### src/rtl/alu_issue_seq.sv
// Issue sequencer: decodes one MIPS-style ALU instruction, drives a multi-cycle ALU, returns the result.
// Optional HI/LO registers with mfhi/mflo are enabled by defining ALU_ISSUE_HILO_EN.
module alu_issue_seq #(
  parameter int EXEC_CYCLES = 1
) (
  input  logic        clk,
  input  logic        rst_n,
  input  logic        in_valid,
  output logic        in_ready,
  input  logic [5:0]  opcode,
  input  logic [5:0]  funct,
  input  logic [4:0]  shamt,
  input  logic [31:0] rs_val,
  input  logic [31:0] rt_val,
  input  logic [15:0] imm,
  output logic [5:0]  alu_ctrl,
  output logic [31:0] alu_a,
  output logic [31:0] alu_b,
  input  logic [31:0] alu_r,
  input  logic [31:0] alu_r2,
  input  logic        alu_z,
  output logic        out_valid,
  input  logic        out_ready,
  output logic [31:0] out_data,
  output logic        out_zero,
  output logic        out_illegal
);

  typedef enum logic [1:0] {IDLE, EXEC, DONE} state_t;

  state_t      state_q, state_d;
  logic [3:0]  cnt_q, cnt_d;
  logic [5:0]  alu_ctrl_q, alu_ctrl_d;
  logic [31:0] alu_a_q, alu_a_d, alu_b_q, alu_b_d;
  logic [31:0] out_data_q, out_data_d;
  logic        out_zero_q, out_zero_d, out_illegal_q, out_illegal_d;

  logic        dec_legal;
  logic [5:0]  dec_ctrl;
  logic [31:0] dec_a, dec_b, imm_sx, imm_zx;
  logic        sh_ok;
  logic [5:0]  sh_off, sh_base;

`ifdef ALU_ISSUE_HILO_EN
  logic [31:0] hi_q, hi_d, lo_q, lo_d, mf_val;
  logic        dec_mf, dec_mfhi;
`else
  logic        unused_r2;
  assign unused_r2 = ^alu_r2;
`endif

  assign imm_sx = {{16{imm[15]}}, imm};
  assign imm_zx = {16'h0000, imm};

  // Instruction decode: operand selection and ALU control code
  always_comb begin
    dec_legal = 1'b0;
    dec_ctrl  = 6'h00;
    dec_a     = rs_val;
    dec_b     = rt_val;
    sh_ok     = 1'b0;
    sh_off    = 6'h00;
    sh_base   = 6'h10;
`ifdef ALU_ISSUE_HILO_EN
    dec_mf    = 1'b0;
    dec_mfhi  = 1'b0;
`endif
    case (shamt)
      5'd1:    begin sh_ok = 1'b1; sh_off = 6'h00; end
      5'd2:    begin sh_ok = 1'b1; sh_off = 6'h01; end
      5'd8:    begin sh_ok = 1'b1; sh_off = 6'h02; end
      default: begin sh_ok = 1'b0; sh_off = 6'h00; end
    endcase
    if (funct == 6'h00)      sh_base = 6'h0A;
    else if (funct == 6'h02) sh_base = 6'h0D;
    case (opcode)
      6'h00: begin
        case (funct)
          6'h24: begin dec_legal = 1'b1; dec_ctrl = 6'h00; end
          6'h25: begin dec_legal = 1'b1; dec_ctrl = 6'h01; end
          6'h20: begin dec_legal = 1'b1; dec_ctrl = 6'h02; end
          6'h21: begin dec_legal = 1'b1; dec_ctrl = 6'h03; end
          6'h26: begin dec_legal = 1'b1; dec_ctrl = 6'h04; end
          6'h22: begin dec_legal = 1'b1; dec_ctrl = 6'h06; end
          6'h2A: begin dec_legal = 1'b1; dec_ctrl = 6'h07; end
          6'h2B: begin dec_legal = 1'b1; dec_ctrl = 6'h08; end
          6'h19: begin dec_legal = 1'b1; dec_ctrl = 6'h13; end
          6'h00, 6'h02, 6'h03: begin
            dec_legal = sh_ok;
            dec_ctrl  = sh_base + sh_off;
          end
`ifdef ALU_ISSUE_HILO_EN
          6'h10: begin dec_mf = 1'b1; dec_mfhi = 1'b1; end
          6'h12: dec_mf = 1'b1;
`endif
          default: dec_legal = 1'b0;
        endcase
      end
      6'h08: begin dec_legal = 1'b1; dec_ctrl = 6'h02; dec_b = imm_sx; end
      6'h09: begin dec_legal = 1'b1; dec_ctrl = 6'h03; dec_b = imm_sx; end
      6'h0A: begin dec_legal = 1'b1; dec_ctrl = 6'h07; dec_b = imm_sx; end
      6'h0B: begin dec_legal = 1'b1; dec_ctrl = 6'h08; dec_b = imm_sx; end
      6'h0C: begin dec_legal = 1'b1; dec_ctrl = 6'h00; dec_b = imm_zx; end
      6'h0D: begin dec_legal = 1'b1; dec_ctrl = 6'h01; dec_b = imm_zx; end
      6'h0E: begin dec_legal = 1'b1; dec_ctrl = 6'h04; dec_b = imm_zx; end
      6'h0F: begin dec_legal = 1'b1; dec_ctrl = 6'h09; dec_b = imm_zx; end
      default: dec_legal = 1'b0;
    endcase
  end

`ifdef ALU_ISSUE_HILO_EN
  assign mf_val = dec_mfhi ? hi_q : lo_q;
`endif

  // Sequencer next state
  always_comb begin
    state_d       = state_q;
    cnt_d         = cnt_q;
    alu_ctrl_d    = alu_ctrl_q;
    alu_a_d       = alu_a_q;
    alu_b_d       = alu_b_q;
    out_data_d    = out_data_q;
    out_zero_d    = out_zero_q;
    out_illegal_d = out_illegal_q;
`ifdef ALU_ISSUE_HILO_EN
    hi_d          = hi_q;
    lo_d          = lo_q;
`endif
    case (state_q)
      IDLE: begin
        if (in_valid) begin
`ifdef ALU_ISSUE_HILO_EN
          if (dec_mf) begin
            state_d       = DONE;
            out_data_d    = mf_val;
            out_zero_d    = (mf_val == 32'h0);
            out_illegal_d = 1'b0;
          end else
`endif
          if (dec_legal) begin
            state_d       = EXEC;
            cnt_d         = 4'(EXEC_CYCLES - 1);
            alu_ctrl_d    = dec_ctrl;
            alu_a_d       = dec_a;
            alu_b_d       = dec_b;
            out_illegal_d = 1'b0;
          end else begin
            state_d       = DONE;
            out_data_d    = 32'h0;
            out_zero_d    = 1'b0;
            out_illegal_d = 1'b1;
          end
        end
      end
      EXEC: begin
        if (cnt_q == 4'd0) begin
          state_d    = DONE;
          out_data_d = alu_r;
          out_zero_d = alu_z;
`ifdef ALU_ISSUE_HILO_EN
          if (alu_ctrl_q == 6'h13) begin
            lo_d = alu_r;
            hi_d = alu_r2;
          end
`endif
        end else begin
          cnt_d = cnt_q - 4'd1;
        end
      end
      DONE: begin
        if (out_ready) state_d = IDLE;
      end
      default: state_d = IDLE;
    endcase
  end

  always_ff @(posedge clk or negedge rst_n) begin
    if (!rst_n) begin
      state_q       <= IDLE;
      cnt_q         <= 4'd0;
      alu_ctrl_q    <= 6'h00;
      alu_a_q       <= 32'h0;
      alu_b_q       <= 32'h0;
      out_data_q    <= 32'h0;
      out_zero_q    <= 1'b0;
      out_illegal_q <= 1'b0;
`ifdef ALU_ISSUE_HILO_EN
      hi_q          <= 32'h0;
      lo_q          <= 32'h0;
`endif
    end else begin
      state_q       <= state_d;
      cnt_q         <= cnt_d;
      alu_ctrl_q    <= alu_ctrl_d;
      alu_a_q       <= alu_a_d;
      alu_b_q       <= alu_b_d;
      out_data_q    <= out_data_d;
      out_zero_q    <= out_zero_d;
      out_illegal_q <= out_illegal_d;
`ifdef ALU_ISSUE_HILO_EN
      hi_q          <= hi_d;
      lo_q          <= lo_d;
`endif
    end
  end

  assign in_ready    = (state_q == IDLE);
  assign out_valid   = (state_q == DONE);
  assign alu_ctrl    = alu_ctrl_q;
  assign alu_a       = alu_a_q;
  assign alu_b       = alu_b_q;
  assign out_data    = out_data_q;
  assign out_zero    = out_zero_q;
  assign out_illegal = out_illegal_q;

endmodule

### config.mk
export PLATFORM = sky130hd
export DESIGN_NAME = alu_issue_seq
export DESIGN_NICKNAME = d
export VERILOG_FILES = /design/src/rtl/alu_issue_seq.sv
export SDC_FILE = /design/constraint.sdc
export NUM_CORES = 1
export LEC_CHECK = 0
export CORE_ASPECT_RATIO = 1.5
export CORE_UTILIZATION = 29
export CTS_BUF_LIST = sky130_fd_sc_hd__clkbuf_8 sky130_fd_sc_hd__clkbuf_16
export DETAILED_ROUTE_END_ITERATION = 6
export GPL_ROUTABILITY_DRIVEN = 0
export HOLD_SLACK_MARGIN = 0.15
export PLACE_DENSITY = 0.69
export SLEW_MARGIN = 20
export SYNTH_ARGS = -nofsm -noshare
export SYNTH_HDL_FRONTEND = slang
export SYNTH_SLANG_ARGS = --single-unit
### constraint.sdc
create_clock -name clk -period 3 [get_ports clk]
set_input_delay 0.45 -clock clk [delete_from_list [all_inputs] [get_ports clk]]
set_output_delay 0.45 -clock clk [all_outputs]
set_load 0.05 [all_outputs]
# After elaboration in Yosys (flattened, before gate mapping)

Cells that the tools add are included.

Word-level logic and storage cells: 83
Input bits: 166
Register bits: 110

Mux-type cells: 27
Reductions and logical operators: 16
Equality and inequality tests: 30
Add/sub/neg operators: 2

Operators with widths:

| operator                                            | number |
|---|---|
| case mux 32 bit (2 select lines)                    | 2 |
| two-way mux 32 bit                                  | 3 |
| case mux 6 bit (9 select lines)                     | 1 |
| equality test 6 x 4 -> 1 bit, second input constant | 8 |
| equality test 6 bit, second input constant          | 8 |
| case mux 6 bit (8 select lines)                     | 1 |
| equality test 6 x 2 -> 1 bit, second input constant | 2 |
| zero test 6 bit                                     | 2 |
| two-way mux 4 bit                                   | 3 |
| two-way mux 5 bit                                   | 2 |
| OR reduction 9 bit                                  | 1 |
| two-way mux 2 bit                                   | 4 |
| inequality test 2 bit, second input constant        | 4 |
| case mux 4 bit (2 select lines)                     | 1 |
| AND reduction 4 bit                                 | 2 |
| OR reduction 4 bit                                  | 2 |
| OR reduction 8 bit                                  | 1 |
| adder 6 bit                                         | 1 |
| equality test 6 x 5 -> 1 bit, second input constant | 1 |
| case mux 1 bit (2 select lines)                     | 3 |
| case mux 2 bit (3 select lines)                     | 1 |
| AND reduction 3 bit                                 | 2 |
| OR reduction 3 bit                                  | 2 |
| equality test 5 x 1 -> 1 bit, second input constant | 1 |
| other kinds (12)                                    | 17 |

# Logic depth before layout (Yosys ltp)

Gate-level depths: netlist of the first run.

Word-level depth: 8
Mapped depth: 13

# Worst setup path before layout of the first run

Ideal clock, no wire load.

Path kind: input to register
From: input port funct[3]
To: register alu_ctrl_q[1] (netlist: alu_ctrl[1])
Slack: 0.177 ns
Arrival time: 2.698 ns
Data required time: 2.875 ns
Cell stages on the path: 13
Library setup time: 0.125 ns
Cells stage by stage: buf_6 -> or4_4 -> nor2_1 -> and2_1 -> ha_1 -> inv_1 -> fa_1 -> nor2_1 -> a21oi_1 -> o31ai_1 -> a21oi_1 -> o31ai_1 -> mux2_4

Longest elaborated chain between the ends: 6
Elaborated cells between the ends (all ways): 22

Ends and longest elaborated chain:

| item                            | line   | RTL |
|---|---|---|
| start: declaration              | 11     | `input logic [5:0] funct,` |
| equality test 6 x 2 -> 1 bit    | 75, 78 |  |
| two-way mux 5 bit               | 75     | `else if (funct == 6'h02) sh_base = 6'h0D;` |
| two-way mux 5 bit               | 74     | `if (funct == 6'h00) sh_base = 6'h0A;` |
| adder 6 bit                     | 90     | `dec_ctrl = sh_base + sh_off;` |
| case mux 6 bit (9 select lines) | 78     | `case (funct)` |
| case mux 6 bit (8 select lines) | 76     | `case (opcode)` |
| end signal: assignment          | 194    | `alu_ctrl_q <= alu_ctrl_d;` |
| end: declaration                | 33     | `logic [5:0] alu_ctrl_q, alu_ctrl_d;` |

Several ways; a longest one is shown, not always the timed one.
A chain may end at the register's enable or synchronous reset.

# Worst setup path after layout of the first run

From: input port funct[4]
To: register alu_ctrl_q[1] (netlist: alu_ctrl[1])

Same word-level chain as after synthesis.

==> results of run 1 <==
==> worst min path at each step <==
stage	from	to	slack [ns]	depth (start not counted)
finish	rst_n	out_data[24]	0.14	1
global route	rst_n	out_data[28]	0.19	1
CTS	rst_n	out_data[24]	0.16	1
detailed placement	out_data[18]	out_data[18]	0.49	1
global placement	out_data[9]	out_data[9]	0.49	1
floorplan	rst_n	alu_a[0]	0.15	0
==> layout make-up <==
class	instances	share of cell area [%]
diodes	1	0.02951
clock buffers	9	2.656
clock inverters	7	0.7967
inverters	26	1.151
multi-input cells	239	27.16
flip-flops and latches	110	32.46
well taps	217	3.202
repair buffers	279	32.55
==> timing repair <==
| item | in CTS | in global routing |
|---|---|---|
| endpoints found under the setup margin | 0 | 3 |
| buffers inserted | 0 | 3 |
| resized for setup | 0 | 11 |
==> Yosys cell counts, drive strengths merged (4+ instances only) <==
| library cell | count | area, µm² |
|---|---|---|
| a22o | 35 | 306.5 |
| nor2b | 4 | 25.02 |
| nor2 | 19 | 71.32 |
| nand2 | 11 | 57.56 |
| nand3 | 4 | 20.02 |
| mux2i | 18 | 180.2 |
| clkbuf | 11 | 41.29 |
| inv | 26 | 97.59 |
| o21ai | 5 | 28.78 |
| ha | 4 | 50.05 |
| buf | 11 | 176.4 |
| mux2 | 71 | 987.2 |
| a21oi | 23 | 118.9 |
| dfrtp | 110 | 2753 |
==> power groups by stage <==
stage | registers [W] | clock network [W] | logic [W]
finish | 0.00227 | 0.00116 | 0.00389
detailed placement | 0.00228 | 0 | 0.00390
global route | 0.00233 | 0.00128 | 0.00404
CTS | 0.00227 | 0.00120 | 0.00392
global placement | 0.00227 | 0 | 0.00386
floorplan | 0.00391 | 0 | 0.000843
==> worst max-delay path: stages <==
cell and delay [ns]:
clkdlybuf4s50_1 0.43, or4_4 0.47, nor2_4 0.13, and2_4 0.17, ha_4 0.12, inv_1 0.05, fa_1 0.47, nor2_1 0.12
a21oi_1 0.05, o31ai_1 0.23, a21oi_1 0.07, o31ai_1 0.25, mux2_4 0.18
==> sequential cells by signal, indices dropped and copies added, names as in the netlist <==
| register | cells |
|---|---|
| alu_a | 32 |
| state_q | 2 |
| alu_b | 32 |
| out_zero | 1 |
| cnt_q | 4 |
| alu_ctrl | 6 |
| out_illegal | 1 |
| out_data | 32 |
==> layer usage <==
metal / GRT usage, % / share of wire (%) / vias up
li1: - / - / 1966
met1: 17.06 / 38 / 2029
met2: 27.86 / 52 / 200
met3: 4.536 / 7.7 / 16
met4: 5.101 / 1.9 / 0
met5: 0 / 0 / -
==> kinds of logic (layout without fill, tap and decap cells) <==
| logic type | after synthesis | after routing | synth area share [%] |
|---|---|---|---|
| xor+xnor | 2 | 2 | 0.3284 |
| simple gates | 58 | 58 | 6.192 |
| buf+inv | 48 | 321 | 5.910 |
| mux | 89 | 89 | 21.88 |
| flops | 110 | 110 | 51.59 |
| compound gates | 85 | 85 | 12.78 |
| fa+ha+maj | 5 | 5 | 1.313 |
| other cells | 0 | 1 | 0 |
==> through the flow <==
step | hold slack, ns | TNS [ns] | setup WS [ns] | utilization [%]
6_report | 0.1366 | 0 | 0.09886 | 47.27
3_3_place_gp | 0.4882 | -3.498 | -0.2151 | 45.27
4_1_cts | 0.1552 | 0 | 0.05563 | 46.90
5_1_grt | 0.1884 | -0.009835 | -0.009835 | 47.27
2_1_floorplan | 0.1544 | 0 | 0.1768 | -
3_5_place_dp | 0.4853 | -5.146 | -0.3297 | 45.27
==> layout by cell type, fill, tap and decap left out, types with 2 or more instances in the layout <==
cell type,count
o22ai_1,2
nor3_1,2
dfrtp_1,110
a21oi_1,22
o21ai_0,2
a32oi_1,2
clkinvlp_4,4
mux2_4,50
buf_4,36
nor2b_1,4
nand3_1,4
o21ai_1,2
mux2i_1,18
a21o_1,2
clkdlybuf4s50_1,235
dlymetal6s2s_1,3
buf_12,5
nor2_1,17
mux2_1,5
mux2_2,16
o31ai_1,2
ha_1,3
nand3b_1,2
a211oi_1,2
nand2b_1,2
inv_1,27
or4_4,2
nand2_1,10
a22o_1,35
clkbuf_16,9
==> flow_summary.yaml, run 1 <==
timing:
  max_slew_margin_pct: 54.51
  min_period_ns: 2.901
  fmax_mhz: 344.7
  worstMarginPinSlew_ns: 0.6824
  fin_skew_ns: 0.01061
  fin_crit_sh_pct: 96.70
  drv_slew: 0
  hold_violations: 0
  setup_viol: 0
clock_tree:
  clock_path_buffers: 2
  numCtsBuffers: 9
  ctsRootBufferMaster: "clkbuf_16"
  ctsHoldBuffers: 0
  cts_sinks: 110
  tritoncts: "yes"
  cts.clk_slew.worst_paths_ns: 0.07
  h-tree-depth: 3
  clk_latency_ns: 0.34
die:
  core_um2: 17940
  rows: 60
  die_x_um: 112.7
  die_area_um2: 18950
  die_height_um: 168.1
  io_pins: 272
  start_util_pct: 29.74
pwr:
  total_power_w: 0.007311
  p_clk_share_pct: 15.8
  p_per_area_nw_per_um2: 862.1
  p_comb_share_pct: 53.2
  vdd_drop_max_mv: 0.4623
  switchingPower_w: 0.003159
  leakagePower_nw: 3.676
  seqPwrFrac_pct: 31.0
  internal_power_w: 0.004152
  sw_frac_of_total_pct: 43.21
detailed_routing:
  vias: 4211
  routed_wl_um: 14580
  firstDrtPassIters: 4
  ant_nets: 0
  drc: 0
  drt-initial-drc-count: 120
  viasPerCell: 4.742
  wire_per_inst_um: 16.42
worst_setup_path:
  crit_path_max_fanout: 4
  cp_data_arrival_time_ns: 3.19
  worstPathRequired_ns: 3.28
  reg2reg_depth: 7
  worstSetupPathType: "in2reg"
  r2r_slack_ns: 1.04
  timing.rr.start: "state_q[0]"
  critPathLaunchType: "input pin"
  cp-startpoint: "funct[4]"
  endpoint: "alu_ctrl[1]"
  end_kind: "flip-flop"
  r2r-end: "alu_a[23]"
place:
  dp.cells: 868
  place_area_um2: 8122
  port_buffers: 239
  dp.final_hpwl_um: 11300
synthesis:
  ys_seq_area_share_pct: 51.59
  ys.flop_type: "dfrtp_1"
  syn_nets: 568
  avgSynthCellArea_um2: 13.44
  synth_seq_cells: 110
  ys_async_sr_fraction_pct: 100.0
  synthCells: 397
  synth_cell_types: 56
  netlist_area_um2: 5335
  synth-edff-count: 0
  ys_warn_count: 0
global_routing:
  grt_pass1_vias: 4499
  grt_usage_pct: 15.39
  grt_pass1_wl_um: 22890
  grt_max_degree: 55
  grt-ovfl-total: 0
  antenna_found_initial: 1
final_layout:
  multi_input_area_um2: 2303
  regArea_um2: 2753
  fin_nets: 836
  drive_gt1_share_pct: 20.90
  syn_to_final_growth_pct: 58.96
  final-instance-count-excl-fill: 888
  final_area_um2: 8481
  fillers: 1622
hold_path:
  hp-class: "in2async"
run:
  cap_violations: 0
outcome:
  status: "finished, final reports clean"
Note: power is estimated with default switching activity, not from simulation.
==> inputs of run 2 (changes only) <==
--- a/config.mk
+++ b/config.mk
@@ -5,13 +5,16 @@
 export SDC_FILE = /design/constraint.sdc
 export NUM_CORES = 1
 export LEC_CHECK = 0
+export ABC_CLOCK_PERIOD_IN_PS = 3000
+export CELL_PAD_IN_SITES_DETAIL_PLACEMENT = 1
+export CELL_PAD_IN_SITES_GLOBAL_PLACEMENT = 2
 export CORE_ASPECT_RATIO = 1.5
-export CORE_UTILIZATION = 29
+export CORE_UTILIZATION = 27
 export CTS_BUF_LIST = sky130_fd_sc_hd__clkbuf_8 sky130_fd_sc_hd__clkbuf_16
 export DETAILED_ROUTE_END_ITERATION = 6
 export GPL_ROUTABILITY_DRIVEN = 0
 export HOLD_SLACK_MARGIN = 0.15
-export PLACE_DENSITY = 0.69
+export PLACE_DENSITY = 0.94
 export SLEW_MARGIN = 20
 export SYNTH_ARGS = -nofsm -noshare
 export SYNTH_HDL_FRONTEND = slang
==> run 2 against run 1 <==
Die area is 7.3% higher. Sequential share of layout area is 0.13 points lower. Via count is 1.9% higher. First-iteration DRC count increased by 40%. Maximum frequency grew 1.1%. Largest cell class is now flip-flops and latches. Highest routed layer unchanged.
==> flow_summary.yaml, run 2 (synthesis gave the netlist of run 1 again) <==
timing:
  whs_ns: 0.1379
  fin_setup_tns_ns: 0
  fin_skew_ns: 0.01538
  min_period_ns: 2.869
  max_slew_margin_pct: 52.22
  fmax_mhz: 348.5
  worstMarginPinSlew_ns: 0.7167
  hold_violations: 0
  drv_slew: 0
  rsz0062_at_grt: "no"
  fin_crit_sh_pct: 95.64
  setup_viol: 0
outcome:
  status: "finished, final reports clean"
global_routing:
  grt-ovfl-total: 0
  grt_max_degree: 59
  antenna_found_initial: 0
  grt_pass1_wl_um: 26880
  grt_usage_pct: 17.46
  grt_pass1_vias: 4824
clock_tree:
  h-tree-depth: 3
  cts_sinks: 110
  clk_latency_ns: 0.35
  tritoncts: "yes"
  ctsRootBufferMaster: "clkbuf_16"
  numCtsBuffers: 9
  ctsHoldBuffers: 0
  clock_path_buffers: 2
  cts.clk_slew.worst_paths_ns: 0.08
worst_setup_path:
  max_stage_delay_ns: 0.47
  crit_path_max_fanout: 2
  path_cells: "clkdlybuf4s50_1 > or3_4 > nor3b_4 > ha_4 > inv_1 > fa_1 > nor2_1 > a21oi_1 > o31ai_1 > a21oi_1 > o31ai_1 > mux2_4"
  worstPathRequired_ns: 3.29
  cp_slowest_cell: "fa_1"
  timing.rr.start: "state_q[0]"
  endpoint: "alu_ctrl[1]"
  r2r-end: "alu_a[10]"
  cp-startpoint: "shamt[2]"
  r2r_slack_ns: 1.06
  cp_data_arrival_time_ns: 3.16
  worstSetupPathType: "in2reg"
  reg2reg_depth: 7
  critPathLaunchType: "input pin"
  end_kind: "flip-flop"
final_layout:
  syn_to_final_growth_pct: 59.62
  n_antenna_cell: 0
  layout_commonest_cell: "clkdlybuf4s50_1"
  mostFrequentLayoutCells: "234 x clkdlybuf4s50_1, 110 x dfrtp_1, 50 x mux2_4"
  final_util_pct: 44.26
  fillers: 2080
  fin_nets: 829
  drive_gt1_share_pct: 20.66
detailed_routing:
  drt-initial-drc-count: 168
  drc: 0
  routed_wl_um: 17360
  wire_per_inst_um: 18.89
  viasPerCell: 4.667
  ant_nets: 0
  firstDrtPassIters: 4
  vias: 4289
run:
  cap_violations: 0
die:
  die_height_um: 174.2
  io_pins: 272
  start_util_pct: 27.73
  die_area_um2: 20340
  core_um2: 19240
  rows: 62
  die_x_um: 116.8
hold_path:
  hp-class: "in2async"
pwr:
  leakagePower_nw: 3.675
  p_per_area_nw_per_um2: 870.7
  vdd_drop_max_mv: 0.5048
place:
  dp.final_hpwl_um: 13410
  port_buffers: 239
run 2: cell count changes in the layout (fill, tap and decap cells not counted), moves of 2 or more:
cell and delta:
clkinvlp_4 -3, buf_12 +2, inv_1 -2, buf_4 -9
inv_6 +3
run 2: how the worst min path moves through the flow:
stage                      from           to  slack, ns  depth (start not counted)
floorplan                 rst_n     alu_a[0]       0.15                          0
global route              rst_n    alu_a[13]       0.18                          1
global placement    alu_ctrl[3]  alu_ctrl[3]       0.48                          1
finish                    rst_n    alu_a[12]       0.14                          1
CTS                       rst_n    alu_a[13]       0.16                          1
detailed placement  alu_ctrl[2]  alu_ctrl[2]       0.47                          1
run 2: report_power, final:
part	total, W	leakage [nW]	switching (W)	internal [W]
combinational	0.00395	2.14	0.00241	0.00154
clock	0.00118	0.142	0.000582	0.000601
sequential	0.00229	1.39	0.000314	0.00197
run 2: routing by layer:
layer | wire (µm) | vias up | part of all wire [%] | GRT usage, %
met3 | 994 | 30 | 5.7 | 4.045
met1 | 6355 | 2145 | 37 | 18.73
met5 | 0 | - | 0 | 0
li1 | - | 1947 | - | -
met4 | 510 | 0 | 2.9 | 6.382
met2 | 9495 | 167 | 55 | 32.40
run 2: area by class of cell:
class	instances	area (µm²)	share of cell area [%]
flip-flops and latches	110	2753	32.32
repair buffers	272	2735	32.12
clock buffers	10	239.0	2.806
clock inverters	6	50.05	0.5877
well taps	256	320.3	3.761
multi-input cells	239	2321	27.26
inverters	26	97.59	1.146
run 2: through the flow:
| stage | cells | power, W | setup slack (ns) | instance area, µm² |
|---|---|---|---|---|
| floorplan | 397 | 0.004756 | 0.1768 | 5335 |
| global placement | 901 | 0.006144 | -0.2589 | 8155 |
| detailed placement | 901 | 0.006270 | -0.3804 | 8155 |
| CTS | 917 | 0.007508 | 0.02910 | 8452 |
| global route | 919 | 0.007760 | 0.003993 | 8516 |
| finish | 919 | 0.007415 | 0.1308 | 8516 |
run 2: what timing repair did:
action / 4_1_cts / 5_1_grt
buffers inserted: 0 / 2
hold endpoints to repair: 0 / 0
setup endpoints to repair: 1 / 5
resized for setup: 2 / 12
pin swaps: 0 / 8
run 2: worst max-delay path: cells and delay by family:
kind	cells	cell delay [ns]
and+or+nand+nor	3	0.79
adders and majority gates	2	0.63
AOI/OAI and AO/OA	4	0.62
buffers and inverters	2	0.48
muxes	1	0.18
